**src/rtl/branch_predict_unit.sv**
```systemverilog
// Execute-stage branch resolution with a direct-mapped BHT/BTN predictor and halt latch.
// Optional statistics counters are enabled by defining BRANCH_PREDICT_STATS_EN.
module branch_predict_unit #(
  parameter int PC_W      = 9,
  parameter int BHT_DEPTH = 16
) (
  input  logic             clk,
  input  logic             reset,
  input  logic [PC_W-1:0]  Fetch_PC,
  output logic             Pred_Taken,
  output logic [31:0]      Pred_Target,
  input  logic             Valid_EX,
  input  logic             Stall,
  input  logic [PC_W-1:0]  Cur_PC,
  input  logic [31:0]      Imm,
  input  logic             Branch,
  input  logic             JalPrima,
  input  logic             JalrSel,
  input  logic             Halt,
  input  logic [31:0]      AluResult,
  input  logic             Pred_Taken_EX,
  input  logic [31:0]      Pred_Target_EX,
  output logic [31:0]      PC_Imm,
  output logic [31:0]      PC_Four,
  output logic [31:0]      BrPC,
  output logic             PcSel,
  output logic             Mispredict,
  output logic             Halted,
  output logic [31:0]      Br_Count,
  output logic [31:0]      Mispred_Count
);

  localparam int IDX_W = $clog2(BHT_DEPTH);
  localparam int TAG_W = PC_W - IDX_W - 2;
  // Zero-width tags are carried as a constant 1-bit field that always matches
  localparam int TAG_S = (TAG_W > 0) ? TAG_W : 1;

  typedef enum logic {S_RUN, S_HALTED} state_t;

  state_t             state_q;
  logic [31:0]        halt_pc_q;
  logic [1:0]         cnt_q    [BHT_DEPTH];
  logic               valid_q  [BHT_DEPTH];
  logic [TAG_S-1:0]   tag_q    [BHT_DEPTH];
  logic [31:0]        target_q [BHT_DEPTH];

  logic [IDX_W-1:0]   f_idx, x_idx;
  logic [TAG_S-1:0]   f_tag, x_tag;
  logic               f_hit, x_hit;
  logic [31:0]        fetch_pc32, cur_pc32;
  logic               is_ctl, act_taken, halt_now, upd_en;
  logic [31:0]        act_target;
  logic [1:0]         cnt_d;

  assign f_idx = Fetch_PC[IDX_W+1:2];
  assign x_idx = Cur_PC[IDX_W+1:2];

  generate
    if (TAG_W > 0) begin : g_tag
      assign f_tag = Fetch_PC[PC_W-1:IDX_W+2];
      assign x_tag = Cur_PC[PC_W-1:IDX_W+2];
    end else begin : g_notag
      assign f_tag = '0;
      assign x_tag = '0;
    end
  endgenerate

  assign fetch_pc32  = 32'(Fetch_PC);
  assign cur_pc32    = 32'(Cur_PC);

  // Fetch-side lookup sees the pre-write table contents
  assign f_hit       = valid_q[f_idx] && (tag_q[f_idx] == f_tag);
  assign Pred_Taken  = f_hit && cnt_q[f_idx][1];
  assign Pred_Target = Pred_Taken ? target_q[f_idx] : fetch_pc32 + 32'd4;

  assign PC_Imm     = cur_pc32 + Imm;
  assign PC_Four    = cur_pc32 + 32'd4;
  assign is_ctl     = Branch || JalPrima || JalrSel;
  assign act_taken  = (Branch && AluResult[0]) || JalPrima || JalrSel;
  assign act_target = (JalrSel && !JalPrima && !Branch) ? AluResult : PC_Imm;
  assign Halted     = (state_q == S_HALTED);
  assign halt_now   = Valid_EX && Halt;

  assign Mispredict = Valid_EX && !Halt && !Halted &&
                      ((act_taken != Pred_Taken_EX) ||
                       (act_taken && (act_target != Pred_Target_EX)));

  assign PcSel  = Halted || halt_now || Mispredict;
  assign upd_en = Valid_EX && is_ctl && !Stall && !Halted;

  always_comb begin
    BrPC = 32'd0;
    if (Halted)                       BrPC = halt_pc_q;
    else if (halt_now)                BrPC = cur_pc32;
    else if (Mispredict && act_taken) BrPC = act_target;
    else if (Mispredict)              BrPC = PC_Four;
  end

  assign x_hit = valid_q[x_idx] && (tag_q[x_idx] == x_tag);

  always_comb begin
    cnt_d = cnt_q[x_idx];
    if (act_taken && !x_hit)                      cnt_d = 2'd2;
    else if (act_taken && cnt_q[x_idx] != 2'd3)   cnt_d = cnt_q[x_idx] + 2'd1;
    else if (!act_taken && cnt_q[x_idx] != 2'd0)  cnt_d = cnt_q[x_idx] - 2'd1;
  end

  always_ff @(posedge clk) begin
    if (reset) begin
      state_q   <= S_RUN;
      halt_pc_q <= 32'd0;
      for (int i = 0; i < BHT_DEPTH; i++) begin
        cnt_q[i]    <= 2'd1;
        valid_q[i]  <= 1'b0;
        tag_q[i]    <= '0;
        target_q[i] <= 32'd0;
      end
    end else begin
      if (upd_en) begin
        cnt_q[x_idx] <= cnt_d;
        if (act_taken) begin
          valid_q[x_idx]  <= 1'b1;
          tag_q[x_idx]    <= x_tag;
          target_q[x_idx] <= act_target;
        end
      end
      case (state_q)
        S_RUN: begin
          if (halt_now && !Stall) begin
            state_q   <= S_HALTED;
            halt_pc_q <= cur_pc32;
          end
        end
        default: state_q <= S_HALTED;
      endcase
    end
  end

`ifdef BRANCH_PREDICT_STATS_EN
  logic [31:0] br_cnt_q, mp_cnt_q;

  always_ff @(posedge clk) begin
    if (reset) begin
      br_cnt_q <= 32'd0;
      mp_cnt_q <= 32'd0;
    end else if (upd_en) begin
      if (br_cnt_q != 32'hFFFF_FFFF) br_cnt_q <= br_cnt_q + 32'd1;
      if (Mispredict && mp_cnt_q != 32'hFFFF_FFFF) mp_cnt_q <= mp_cnt_q + 32'd1;
    end
  end

  assign Br_Count      = br_cnt_q;
  assign Mispred_Count = mp_cnt_q;
`else
  assign Br_Count      = 32'd0;
  assign Mispred_Count = 32'd0;
`endif

endmodule

```
**config.mk**
```make
export PLATFORM = sky130hd
export DESIGN_NAME = branch_predict_unit
export DESIGN_NICKNAME = d
export VERILOG_FILES = /design/src/rtl/branch_predict_unit.sv
export SDC_FILE = /design/constraint.sdc
export NUM_CORES = 1
export LEC_CHECK = 0
export BUFFER_PORTS_ARGS = -buffer_cell sky130_fd_sc_hd__buf_2
export CAP_MARGIN = 30
export CORE_MARGIN = 4
export CORE_UTILIZATION = 55
export CTS_CLUSTER_DIAMETER = 30
export DETAILED_ROUTE_END_ITERATION = 10
export HOLD_SLACK_MARGIN = 0.1
export PLACE_DENSITY = 0.84
export SLEW_MARGIN = 5
export SYNTH_ARGS = -nofsm -noshare
export SYNTH_HDL_FRONTEND = slang
export SYNTH_SLANG_ARGS = --single-unit
```
**constraint.sdc**
```tcl
create_clock -name clk -period 5.5 [get_ports clk]
set_input_delay 0.825 -clock clk [delete_from_list [all_inputs] [get_ports clk]]
set_output_delay 0.825 -clock clk [all_outputs]
set_load 0.005 [all_outputs]
```
==> run_results.csv <==
group,metric,value,unit
setup_path,crit_chain,"buf_2, ha_1, inv_1, fa_1, nand2b_1, a21oi_1, a2111oi_0, nor3_4, xnor2_1, nor4_1, nand4_1, nor4_4, buf_12, o21ai_0, buf_2",
cts,numCtsBuffers,105,
final_layout,fin_nets,2840,
grt,track_usage,0.3610,
cts,h-tree-depth,3,
final_layout,fill_cells,3829,
synth,postSynth.asyncResetShare,0,
synth,ys_seq_area_frac,0.5862,
setup_path,cp_data_required_time,4680,ps
flow_run,cap_viol_max_count,0,
timing,relSlewSlack,0.3433,
timing,drv_slew,0,
die,die_w,246.2,um
setup_path,critical_path_buf_inv_count,4,
setup_path,cp-start-kind,"primary input",
power,finalPower,13.25,mW
die,die_area,60630,um^2
power,swShare,0.2578,
synth,synth-main-ff-cell,"edfxtp_1",
route,first_iter_violations,3893,
hold_path,hold_class,"in -> reg",
synth,synth_area,31220,um^2
setup_path,cpMaxStageDelayCell,"a2111oi_0",
setup_path,critical_path_arrival,4520,ps
route,drc,0,
synth,synthCells,2436,
cts,cts-resized-gates,0,
synth,yosys-top-cells-area,"edfxtp_1, mux4_2, nor2_1",
placed_design,port-buffer-count,232,
run_status,outcome,"complete, no violations",
setup_path,endpoint_kind,"output pin",
grt,grt_pass1_wl,158900,um
route,firstDrtPassIters,6,
power,power_switching,3.416,mW
setup_path,critPathMaxStageDelay,860,ps
synth,synth.avg_cell_area,12.81,um^2
grt,grt_pass1_vias,24190,
setup_path,timing.critical_path.mode_cell,"buf_2",
cts,insertion_delay,660,ps
power,p_seq_frac,0.403,
synth,synth_edf_count,592,
grt,antenna_found_initial,2,
timing,rsz0062_at_grt,"no",
placed_design,place_congestion,0.9444,
route,via_per_inst,6.670,
timing,fin_skew,19.78,ps
timing,fmax,187.1,MHz
cts,path_clk_slew,50,ps
placed_design,hpwl,65970,um
power,ir_drop,0.2475,mV
die,num_rows,87,
route,antenna_left,0,
power,p_comb_frac,0.103,
die,start_util,0.5547,
placed_design,pre_cts_slack,179.1,ps
synth,yosysTopAreaCellShare,0.5695,
setup_path,crit_family,"simple AND/OR/NAND/NOR gates",
setup_path,crit_type,"in -> out",
route,wire_per_inst,31.15,um
final_layout,drive_gt1_frac,0.2787,
timing,finalWorstSetupSlack,155.4,ps
cts,cts_tree,"yes",
cts,cts_setup_buffers,0,
die,die_height,246.2,um
final_layout,area_delta_synth_final,18.06,%
power,p_leak,14.49,nW
route,drt_wl_total,110600,um
die,core,56280,um^2
power,power_density,359.5,nW/um^2
cts,cts_buffer_depth,3,
die,boundaryPins,319,
cts,hold_buffers,0,
timing,hold_violations,0,
cts,cts_sinks,618,
timing,fin_crit,5345,ps
timing,setup_tns,0,ps
synth,yosys.area.top_type,"edfxtp_1",
timing,tightest_slew,960.2,ps
cts,cts-root-buf,"clkbuf_16",
grt,grt_start_max_net_pins,104,
synth,ys_types,72,
power,p_clk_frac,0.494,
setup_path,crit_path_max_fanout,34,
grt,grt_overflow,0,
route,vias,23680,
synth,ys_warn_count,0,
timing,post-route-period-util,0.9718,
timing,setup-violations-final,0,
power,intPower,9.833,mW
synth,ys_seq_elements,618,
[final timing paths]
check	slack, ps	endpoint	startpoint	depth (start not counted)
worst min register to register	460	halt_pc_q[8]$_SDFFE_PP0P_	halt_pc_q[8]$_SDFFE_PP0P_	2
worst max register to register	1520	target_q[1][27]$_SDFFCE_PN0P_	Halted$_SDFF_PP0_	8
worst min-delay path	460	halt_pc_q[0]$_SDFFE_PP0P_	Cur_PC[0]	3
worst max-delay path	160	BrPC[3]	Cur_PC[0]	15
[metal layers]
metal | up-vias | routed length (um) | global-route usage
li1 | 9299 | - | -
met5 | - | 12 | 0
met2 | 2491 | 53400 | 0.5905
met1 | 11370 | 34060 | 0.4367
met4 | 2 | 7274 | 0.2107
met3 | 520 | 15840 | 0.09295
[registers in the layout, summed over array words and instances (netlist names)]
| register | flops |
|---|---|
| Halted | 1 |
| cnt_q | 32 |
| halt_pc_q | 9 |
| tag_q | 48 |
| target_q | 512 |
| valid_q | 16 |
[power groups by stage]
stage | logic (mW) | clock network, mW | registers, mW
floorplan | 0.804 | 0 | 5.40
global placement | 1.29 | 0 | 5.40
detailed placement | 1.30 | 0 | 5.42
CTS | 1.32 | 6.52 | 5.33
global route | 1.42 | 6.78 | 5.34
finish | 1.37 | 6.54 | 5.34
[stage by stage]
step | area, um^2 | utilization | hold slack, ps | std cells
detailed placement | 33190 | 0.5898 | 450.7 | 3345
CTS | 36750 | 0.6530 | 448.1 | 3544
finish | 36850 | 0.6549 | 459.3 | 3550
floorplan | 31540 | - | 436.8 | 2521
global placement | 33190 | 0.5897 | 443.4 | 3344
global route | 36850 | 0.6548 | 482.1 | 3549
[cell usage in the layout (no fill, tap or decap), types with 13 or more instances in the layout]
cell	synthesis	routed
nor2_1	635	635
edfxtp_1	592	592
buf_2	18	230
mux4_2	205	205
nand2_1	124	124
buf_4	89	113
clkbuf_16	0	107
conb_1	1	86
xnor2_1	57	57
a21oi_1	41	41
inv_1	40	40
nor3_1	38	38
xor2_1	34	34
o21ai_0	32	32
nor2b_1	31	31
dfxtp_1	26	26
nand3_1	26	25
nand2b_1	40	24
mux2i_1	24	22
nand4_1	17	17
nand2b_2	0	16
ha_1	16	16
clkinvlp_4	0	16
clkinv_2	0	16
inv_6	0	14
a211oi_1	13	13
and2_1	13	13
[Yosys cell counts, types with 31 or more instances]
library cell	number
nor2_1	635
edfxtp_1	592
mux4_2	205
clkbuf_1	149
nand2_1	124
buf_4	89
xnor2_1	57
a21oi_1	41
inv_1	40
nand2b_1	40
nor3_1	38
xor2_1	34
o21ai_0	32
nor2b_1	31
[worst register-to-register path, cell delays in order, from the launching register on]
cell      delay, ps
dfxtp_1         470
nand2b_1        270
nor4_1          750
nand2_1         380
nor3_1          290
nand2_1          80
buf_4           360
nand2b_2        530
buf_4           490
[cells by family after synthesis]
group | share of synthesized area
simple gates | 0.1333
flops | 0.5862
buf+inv | 0.05086
mux | 0.1574
compound gates | 0.03884
xor+xnor | 0.02625
fa+ha+maj | 0.007054
other cells | 0.0001201
[area by class of cell]
cell class,count,area [um^2],area share
sequential,618,18300,0.4965
multi-input combinational,1581,11710,0.3178
clock buffer,120,2756,0.07479
timing repair buffer,352,2181,0.05917
tap,756,945.9,0.02567
clock inverter,79,797.0,0.02163
inverter,42,157.7,0.004278
antenna,2,5.005,0.0001358
Note: power is estimated with default switching activity, not from simulation.
